### config.mk
export PLATFORM = sky130hd
export DESIGN_NAME = marquee_scheduler
export DESIGN_NICKNAME = d
export VERILOG_FILES = /design/src/rtl/marquee_scheduler.sv
export SDC_FILE = /design/constraint.sdc
export NUM_CORES = 1
export LEC_CHECK = 0
export BUFFER_PORTS_ARGS = -buffer_cell sky130_fd_sc_hd__buf_2
export CAP_MARGIN = 10
export CORE_MARGIN = 2
export CORE_UTILIZATION = 55
export CTS_BUF_LIST = sky130_fd_sc_hd__clkbuf_4 sky130_fd_sc_hd__clkbuf_8
export DETAILED_ROUTE_END_ITERATION = 7
export PLACE_DENSITY = 0.85
export SLEW_MARGIN = 25
export SYNTH_ARGS = -nofsm -noshare
export SYNTH_HDL_FRONTEND = slang
export SYNTH_SLANG_ARGS = --single-unit
### constraint.sdc
create_clock -name clk -period 10.8 [get_ports clk]
set_clock_uncertainty 0.05 [all_clocks]
set_input_delay 1.08 -clock clk [delete_from_list [all_inputs] [get_ports clk]]
set_output_delay 1.08 -clock clk [all_outputs]
set_load 0.01 [all_outputs]
### src/rtl/marquee_scheduler.sv
// Scroll-position sequencer for the six-digit marquee: owns the head index,
// paces it with a prescaler and produces six registered, wrap-correct symbol codes.
module marquee_scheduler #(
  parameter int MSG_LEN    = 10,
  parameter int DIV        = 25_000_000,
  parameter int HOLD_STEPS = 3
) (
  input  logic       clk,
  input  logic       rst,
  input  logic       run,
  input  logic       dir,
  input  logic       step,
  output logic [3:0] head,
  output logic [3:0] ch0,
  output logic [3:0] ch1,
  output logic [3:0] ch2,
  output logic [3:0] ch3,
  output logic [3:0] ch4,
  output logic [3:0] ch5,
  output logic       adv,
  output logic [1:0] state
);

  localparam int PW = $clog2(DIV);
  localparam int HW = (HOLD_STEPS > 0) ? $clog2(HOLD_STEPS + 1) : 1;
  localparam logic [PW-1:0] PRE_TC    = PW'(DIV - 1);
  localparam logic [HW-1:0] HOLD_INIT = HW'(HOLD_STEPS);
  localparam logic [3:0]    HEAD_MAX  = 4'(MSG_LEN - 1);

  typedef enum logic [1:0] {
    S_IDLE = 2'b00,
    S_RUN  = 2'b01,
    S_HOLD = 2'b10,
    S_BAD  = 2'b11
  } state_t;

  state_t        state_q, state_d;
  logic [PW-1:0] presc_q, presc_d;
  logic [HW-1:0] hold_q, hold_d;
  logic [3:0]    head_q, head_adv, head_d;
  logic [3:0]    ch_q [6];
  logic [3:0]    ch_d [6];
  logic          adv_q, do_adv;

  // head+n never reaches 2*MSG_LEN, so one conditional subtract is enough.
  function automatic logic [3:0] sym(input logic [3:0] h, input int n);
    logic [4:0] s;
    s = {1'b0, h} + 5'(n);
    return (s >= 5'(MSG_LEN)) ? (s[3:0] - 4'(MSG_LEN)) : s[3:0];
  endfunction

  always_comb begin
    if (dir) head_adv = (head_q == 4'd0) ? HEAD_MAX : head_q - 4'd1;
    else     head_adv = (head_q == HEAD_MAX) ? 4'd0 : head_q + 4'd1;
  end

  always_comb begin
    state_d = state_q;
    presc_d = presc_q;
    hold_d  = hold_q;
    do_adv  = 1'b0;
    case (state_q)
      S_IDLE: begin
        presc_d = '0;
        hold_d  = '0;
        if (run)       state_d = S_RUN;
        else if (step) do_adv  = 1'b1;
      end
      S_RUN: begin
        if (!run) begin
          state_d = S_IDLE;
          presc_d = '0;
          hold_d  = '0;
        end else if (presc_q == PRE_TC) begin
          presc_d = '0;
          do_adv  = 1'b1;
          if (HOLD_STEPS > 0 && head_adv == 4'd0) begin
            state_d = S_HOLD;
            hold_d  = HOLD_INIT;
          end
        end else begin
          presc_d = presc_q + PW'(1);
        end
      end
      S_HOLD: begin
        // Dwell counts whole scroll periods; the last one returns to RUN without advancing.
        if (!run) begin
          state_d = S_IDLE;
          presc_d = '0;
          hold_d  = '0;
        end else if (presc_q == PRE_TC) begin
          presc_d = '0;
          if (hold_q == HW'(1)) begin
            state_d = S_RUN;
            hold_d  = '0;
          end else begin
            hold_d = hold_q - HW'(1);
          end
        end else begin
          presc_d = presc_q + PW'(1);
        end
      end
      default: begin
        state_d = S_IDLE;
        presc_d = '0;
        hold_d  = '0;
      end
    endcase
  end

  always_comb begin
    head_d = do_adv ? head_adv : head_q;
    for (int n = 0; n < 6; n++) ch_d[n] = sym(head_d, n);
  end

  always_ff @(posedge clk or posedge rst) begin
    if (rst) begin
      state_q <= S_IDLE;
      presc_q <= '0;
      hold_q  <= '0;
      head_q  <= 4'd0;
      adv_q   <= 1'b0;
      for (int n = 0; n < 6; n++) ch_q[n] <= 4'(n);
    end else begin
      state_q <= state_d;
      presc_q <= presc_d;
      hold_q  <= hold_d;
      head_q  <= head_d;
      adv_q   <= do_adv;
      for (int n = 0; n < 6; n++) ch_q[n] <= ch_d[n];
    end
  end

  assign head  = head_q;
  assign ch0   = ch_q[0];
  assign ch1   = ch_q[1];
  assign ch2   = ch_q[2];
  assign ch3   = ch_q[3];
  assign ch4   = ch_q[4];
  assign ch5   = ch_q[5];
  assign adv   = adv_q;
  assign state = state_q;

endmodule

==> results of run 1 <==
cells by family (layout without fill, tap and decap cells):
family          Yosys count  in the layout
compound gates           76             76
xor+xnor                 27             27
fa+ha+maj                19             19
buf+inv                  42             69
flops                    53             53
mux                      10             10
simple gates            140            140
sequential cells by signal (all words and copies together) (netlist names):
signal	cells
presc_q	25
head	3
ch0	3
ch2	3
ch1	3
ch4	4
state	2
ch5	4
hold_q	2
ch3	3
adv	1
layout make-up:
class | instances | area, um^2
inverter | 25 | 93.8
timing repair buffer | 36 | 183
multi-input combinational | 272 | 1800
sequential | 53 | 1330
fill | 493 | 2260
clock buffer | 6 | 82.6
tap | 75 | 93.8
clock inverter | 2 | 41.3
metal layers:
| layer | global-route usage [%] | up-vias |
|---|---|---|
| met3 | 5.05 | 16 |
| li1 | - | 1324 |
| met1 | 29.8 | 1355 |
| met4 | 6.83 | 0 |
| met2 | 38.0 | 76 |
| met5 | 0 | - |
placed cells by master, fill, tap and decap left out, types with 2 or more instances in the layout:
cell / count
a21boi_0: 2
or2_2: 2
o221ai_1: 3
nor4_1: 4
o21ai_0: 14
or4_1: 2
dfstp_2: 5
clkbuf_8: 6
nand2_1: 33
xor2_1: 10
a221oi_1: 3
nand4_1: 3
or3_1: 7
o21a_1: 2
nand3_1: 15
dfrtp_1: 48
a21oi_1: 20
a21o_1: 6
inv_1: 21
and3_1: 6
o22ai_1: 3
nor2_1: 42
mux2_2: 4
a211o_1: 2
ha_1: 18
nor3_1: 9
xnor2_1: 17
mux2i_1: 4
a31oi_1: 4
o2bb2ai_1: 2
buf_2: 35
inv_2: 4
o32ai_1: 2
nor2b_1: 2
a22o_1: 2
and2_1: 7
how the worst max path moves through the flow:
stage	cells past startpoint	end	startpoint
2_1_floorplan	15	ch1[2]	run
3_3_place_gp	13	ch1[1]	run
3_5_place_dp	13	ch1[1]	run
4_1_cts	14	ch1[1]	presc_q[0]
5_1_grt	14	ch1[1]	presc_q[0]
6_report	14	ch1[1]	presc_q[0]
worst reg2reg max path: stages (launching register included):
cell and delay [ns]:
dfrtp_1 0.40, ha_1 0.22, and2_1 0.19, nand4_1 0.20, or4_1 0.71, a21oi_2 0.28, mux2i_2 0.58, inv_1 0.18
ha_1 0.29, inv_1 0.17, a21oi_1 0.07, a31o_2 0.26, a221oi_1 0.49, o21ai_1 0.17, xnor2_1 0.14
power by group:
group	switching, mW	internal, mW	total, mW
clock	0.0707	0.0772	0.148
combinational	0.271	0.202	0.473
sequential	0.0384	0.253	0.291
total	0.380	0.531	0.911
==> summary.md, run 1 <==
| Metric | Value |
|---|---|
| Ys Warns | 0 |
| Compound-Gate Fraction of Synth Area | 15.5% |
| Synth cell types | 59 |
| Synth top area share | between 30% and 40% |
| Minimum clock period | 4.51 ns |
| Final Core Density | 61.6% |
| Area leader, netlist | dfrtp_1 |
| Worst-Skew Late Latency | ~0.31 ns |
| Post-synth EDFFs | 0 |
| Boundary Pins | 36 |
| GRT Util Overall | 22.8% |
| Highest metal used | met4 |
| Sequential share of the synthesized area | 40.2% |
| Final worst-path cycle share | 41.8% |
| CP delay by family, top | compound AO/OA/AOI/OAI gates |
| HP Class | flip-flop to flip-flop |
| Worst hold start | presc_q[0] |
| CTS tree | yes |
| Design Area, Final | 3630 um^2 |
| DR iter-0 viols | 213 |
| Xor/xnor cell area share of the yosys netlist | 7.14% |
| Status | completed |
| Reg2reg path depth | 14 |
| Cell area after synthesis | 3310 um^2 |
| Reg2reg end | ch1[1] |
| CTS Buf Count | 5 |
| Clk slew on worst S/H paths | about 0.10 ns |
| Worst stage delay on the critical path | approximately 0.7 ns |
| Clock buffer depth | 2 |
| ANT cells | 0 |
| Crit path launch type | flip-flop |
| Post-Synth Simple-Gate Area | 21.0% |
| Die Y-Extent | 81.6 um |
| Met3 WL | about 340 um |
| CTS root buffer | clkbuf_8 |
| Initial core utilization | a little under three fifths |
| Critical path capture point type | flip-flop |
| Post-DR wirelength/cell | 15.3 um |
| Fraction of layout cells with a size suffix above 1 | 17.0% |
| Fin. max-slew vios | 0 |
| Arr. time, crit path | 4.66 ns |
| Synth Area per Inst | 9.02 um^2 |
| Final Setup Violations | 0 |
| I/O Buffers | 35 |
| Core Rows | 28 |
| Relative slew slack | 38.1% |
| Total power | 0.911 mW |
| Placed cell areas | roughly 3500 um^2 |
| # hold bufs at CTS | 0 |
| Total grt overflow | 0 |
| Fmax | 222 MHz |
| Syn nets | slightly below 400 |
| Die area | 6660 um^2 |
| Post-Synth Adder-Cell Area | 7.40% |
| Post-Place Cells | 461 |
| Crit-path slowest cell | or4_1 |
| Post-DP HPWL | 4990 um |
| Cell count of the worst hold path | 1 |
| Peak supply drop | slightly above 0.2 mV |
| Buf/Inv on CP | 2 |
| H-Tree Level Count | 2 |
| Largest net degree at the start of global routing | 54 |
| LEAKAGE | 1.63 nW |
| Post-synth ARST share | 100% |
| Metal2 WL | 3530 um |
| Tightest Pin Transition | between 0.9 and 1 ns |
| Post-cts sizing count | 0 |
| Final std cells w/o fill | 469 |
| CTS Sinks | 53 |
| FF-to-FF Start | presc_q[0] |
| Power per cell area | 251 nW/um^2 |
| Hold Vio Cnt, Final | 0 |
| Final net count | 417 |
| Area Overhead vs Synth | 9.56% |
| Area contributors post-synth | dfrtp_1 (36%), ha_1 (6.8%), nor2_1 (4.8%) |
| Worst Hold End | presc_q[0] |
| WL final | 7190 um |
| Gpl congestion | 0.911 |
| Vias | ~2.8k |
| First-pass iteration count of the detailed router | 4 |
| Largest family of logic cells by synthesized area | simple AND/OR/NAND/NOR gates |
| Number of global-route vias before repair | roughly 2.6k |
| Critical-path cell list | ha_1, and2_1, nand4_1, or4_1, a21oi_2, mux2i_2, inv_1, ha_1, inv_1, a21oi_1, a31o_2, a221oi_1, o21ai_1, xnor2_1 |
| #FFs+latches synth | 53 |
| Final hold slack | between 0.4 and 0.5 ns |
| Setup slack after layout | 6.29 ns |
| Max Cap Viol | 0 |
| Synth Instances | 367 |
| First-pass GRT wire length | 12000 um |
| R2R setup slack | 6.29 ns |
| Setup_tns | 0 ns |
| Post-route DRC | 0 |
| Synth cell count leaders | dfrtp_1 (48), nor2_1 (42), nand2_1 (33) |
| Routed vias/inst | 5.91 |
| Crit path kind | flip-flop to flip-flop |
| Initial antenna violation count | 0 |
| Req. time, crit path | 10.95 ns |
| Max Fanout on Critical Path | 11 |
| Most common cell in the synthesized netlist | dfrtp_1 |
| Post-CTS Repair Setup Buffers | 0 |
| Routed met1 length | 3210 um |
| Core ar. | 5890 um^2 |
| RSZ-0062 raised after global routing | no |
| Die span in x | 81.6 um |
| Mux share of post-synthesis cell area | 3.32% |
| Most used DFF post-synth | dfrtp_1 |
| Post-route ant nets | 0 |
| Pre-CTS setup slack | 6.21 ns |
Power figures use the tool's default switching activity.
==> inputs of run 2 (changes only) <==
Settings changed: PLACE_DENSITY 0.85 to 0.88.
Clock period 10.8 ns to 3.6 ns, I/O delays scaled along.
==> summary.md, run 2 (synthesis results as in run 1) <==
| Metric | Value |
|---|---|
| Max Cap Viol | 0 (unchanged) |
| First-pass iteration count of the detailed router | 8 (+4) |
| Final worst-path cycle share | 99.1% (+57 points) |
| Core Rows | 28 (unchanged) |
| CTS tree | yes |
| Post-DP HPWL | 5700 um (+14%) |
| Post-route ant nets | 0 (unchanged) |
| H-Tree Level Count | 2 (unchanged) |
| Placed cell areas | 3730 um^2 (+6.4%) |
| Status | completed |
| FILL cells | 453 (-8.1%) |
| Initial core utilization | 56.3% (unchanged) |
| Final Core Density | 67.4% (+5.8 points) |
| Largest net degree at the start of global routing | 54 (unchanged) |
| Most frequent cells in the layout | dfrtp_1 (47), nor2_1 (42), buf_2 (35), nand2_1 (33), buf_4 (33) |
| Peak supply drop | 0.740 mV (+270%) |
| Vias | 3015 (+8.8%) |
| Max Fanout on Critical Path | 7 (-4) |
| RSZ-0062 raised after global routing | yes |
| Req. time, crit path | 3.76 ns (-7.19 ns) |
| FF-to-FF Start | presc_q[7] |
| Minimum clock period | 3.57 ns (-0.948 ns) |
| Post-route DRC | 0 (unchanged) |
| Met1 usage | 30.2% (+0.35 points) |
| Boundary Pins | 36 (unchanged) |
| Met3 Use GR | 4.95% (-0.11 points) |
| Final Setup Violations | 0 (unchanged) |
| DR iter-0 viols | 243 (+14%) |
| Commonest non-fill, non-tap cell in the layout | dfrtp_1 |
| Hold Vio Cnt, Final | 0 (unchanged) |
| Post-DR wirelength/cell | 17.0 um (+11%) |
| Core ar. | 5890 um^2 (unchanged) |
| Tightest Pin Transition | 0.954 ns (+0.0276 ns) |
| Busiest metal layer after global routing | met2 |
| Critical path capture point type | flip-flop |
| LEAKAGE | 1.80 nW (+10%) |
| Clk slew on worst S/H paths | 0.11 ns (about the same) |
| Fraction of layout cells with a size suffix above 1 | 27.2% (+10 points) |
| Die span in x | 81.6 um (unchanged) |
| Total grt overflow | 0 (unchanged) |
| Fmax | 280 MHz (+27%) |
| Worst-Skew Late Latency | 0.32 ns (about the same) |
| GRT Util Overall | 24.9% (+2.1 points) |
| WL final | 8520 um (+18%) |
| HP Class | primary input to async pin |
| # hold bufs at CTS | 0 (unchanged) |
| Power per cell area | 761 nW/um^2 (+200%) |
| Initial antenna violation count | 0 (unchanged) |
| Gpl congestion | 0.884 (-2.9%) |
| Final hold slack | 0.0758 ns (-0.373 ns) |
| Crit path kind | flip-flop to flip-flop |
| Relative slew slack | 36.2% (-1.8 points) |
| Most flops, register | presc_q |
| Die area | 6660 um^2 (unchanged) |
| Crit path launch type | flip-flop |
| CTS Buf Count | 5 (unchanged) |
| CP startpoint | presc_q[7] |
| Number of global-route vias before repair | 2892 (+11%) |
| CTS Sinks | 53 (unchanged) |
| Clock buffer depth | 2 (unchanged) |
| Design Area, Final | 3970 um^2 (+9.4%) |
| Area Overhead vs Synth | 19.8% |
| I/O Buffers | 35 (unchanged) |
| Routed vias/inst | 6.02 (+1.9%) |
| Final net count | 449 (+7.7%) |
| Max FFs per register | 25 (unchanged) |
| Met2 Resource Use GR | 43.9% (+5.9 points) |
| Die Y-Extent | 81.6 um (unchanged) |
| Reg2reg path depth | 15 (+1) |
| CTS root buffer | clkbuf_8 |
| Fin. max-slew vios | 0 (unchanged) |
| First-pass GRT wire length | 12900 um (+7.4%) |
| Arr. time, crit path | 3.73 ns (-0.93 ns) |
| ANT cells | 0 (unchanged) |
==> run 2: changes by cell type in the layout (fill, tap and decap cells not counted), moves of 3 or more <==
cell   before  now
buf_4       1   33
ha_1       18   14
ha_2        0    3
inv_1      21   17
inv_2       4    7
==> run 2: worst paths after layout <==
path	end	slack, ns
max in group asynchronous	state[1]	2.96
min in group clk	hold_q[1]	0.40
worst min-delay path	presc_q[4]	0.08
worst min register to register	presc_q[0]	0.50
worst max-delay path	ch1[1]	0.03
worst max register to register	ch1[1]	0.03
==> run 2: critical path: stages, from the launching register on <==
cell and delay [ns]:
dfrtp_1 0.40, nor4b_2 0.28, nand4_1 0.18, or4_4 0.59, a21oi_4 0.23, mux2i_4 0.31
inv_2 0.06, ha_2 0.21, inv_2 0.10, a21o_1 0.17, and2_4 0.17, ha_1 0.16
inv_2 0.06, a31oi_2 0.23, o21ai_2 0.12, xnor2_1 0.13
==> run 2: per-layer routing <==
layer	vias up	part of all wire [%]
li1	1399	-
met3	23	5.0
met5	-	0
met2	119	52
met4	0	2.0
met1	1474	41
==> run 2: repair_timing <==
action	4_1_cts	5_1_grt
pin swaps	0	7
resized for setup	1	17
buffers inserted	0	6
cloned	0	0
setup endpoints to repair	5	9
==> run 2: stage by stage <==
stage | TNS (ns) | total power [mW] | std cells | setup slack (ns)
floorplan | -0.0513 | 1.99 | 367 | -0.0513
global placement | 0 | 2.35 | 487 | 0.0806
detailed placement | -0.108 | 2.42 | 487 | -0.0527
CTS | 0 | 2.88 | 495 | 0.00798
global route | -0.436 | 3.21 | 501 | -0.129
finish | 0 | 3.02 | 501 | 0.0340
==> run 2: final cells by class <==
cell class / count / area, um^2 / share of cell area [%]
multi-input combinational: 272 / 1900 / 47.8
sequential: 53 / 1330 / 33.6
tap: 75 / 93.8 / 2.36
timing repair buffer: 68 / 423 / 10.7
clock inverter: 2 / 41.3 / 1.04
clock buffer: 6 / 82.6 / 2.08
inverter: 25 / 96.3 / 2.43
==> run 2: power by group <==
part | switching (mW) | internal (mW)
Sequential | 0.0881 | 0.759
Clock | 0.218 | 0.231
Combinational | 0.973 | 0.750
Total | 1.28 | 1.74
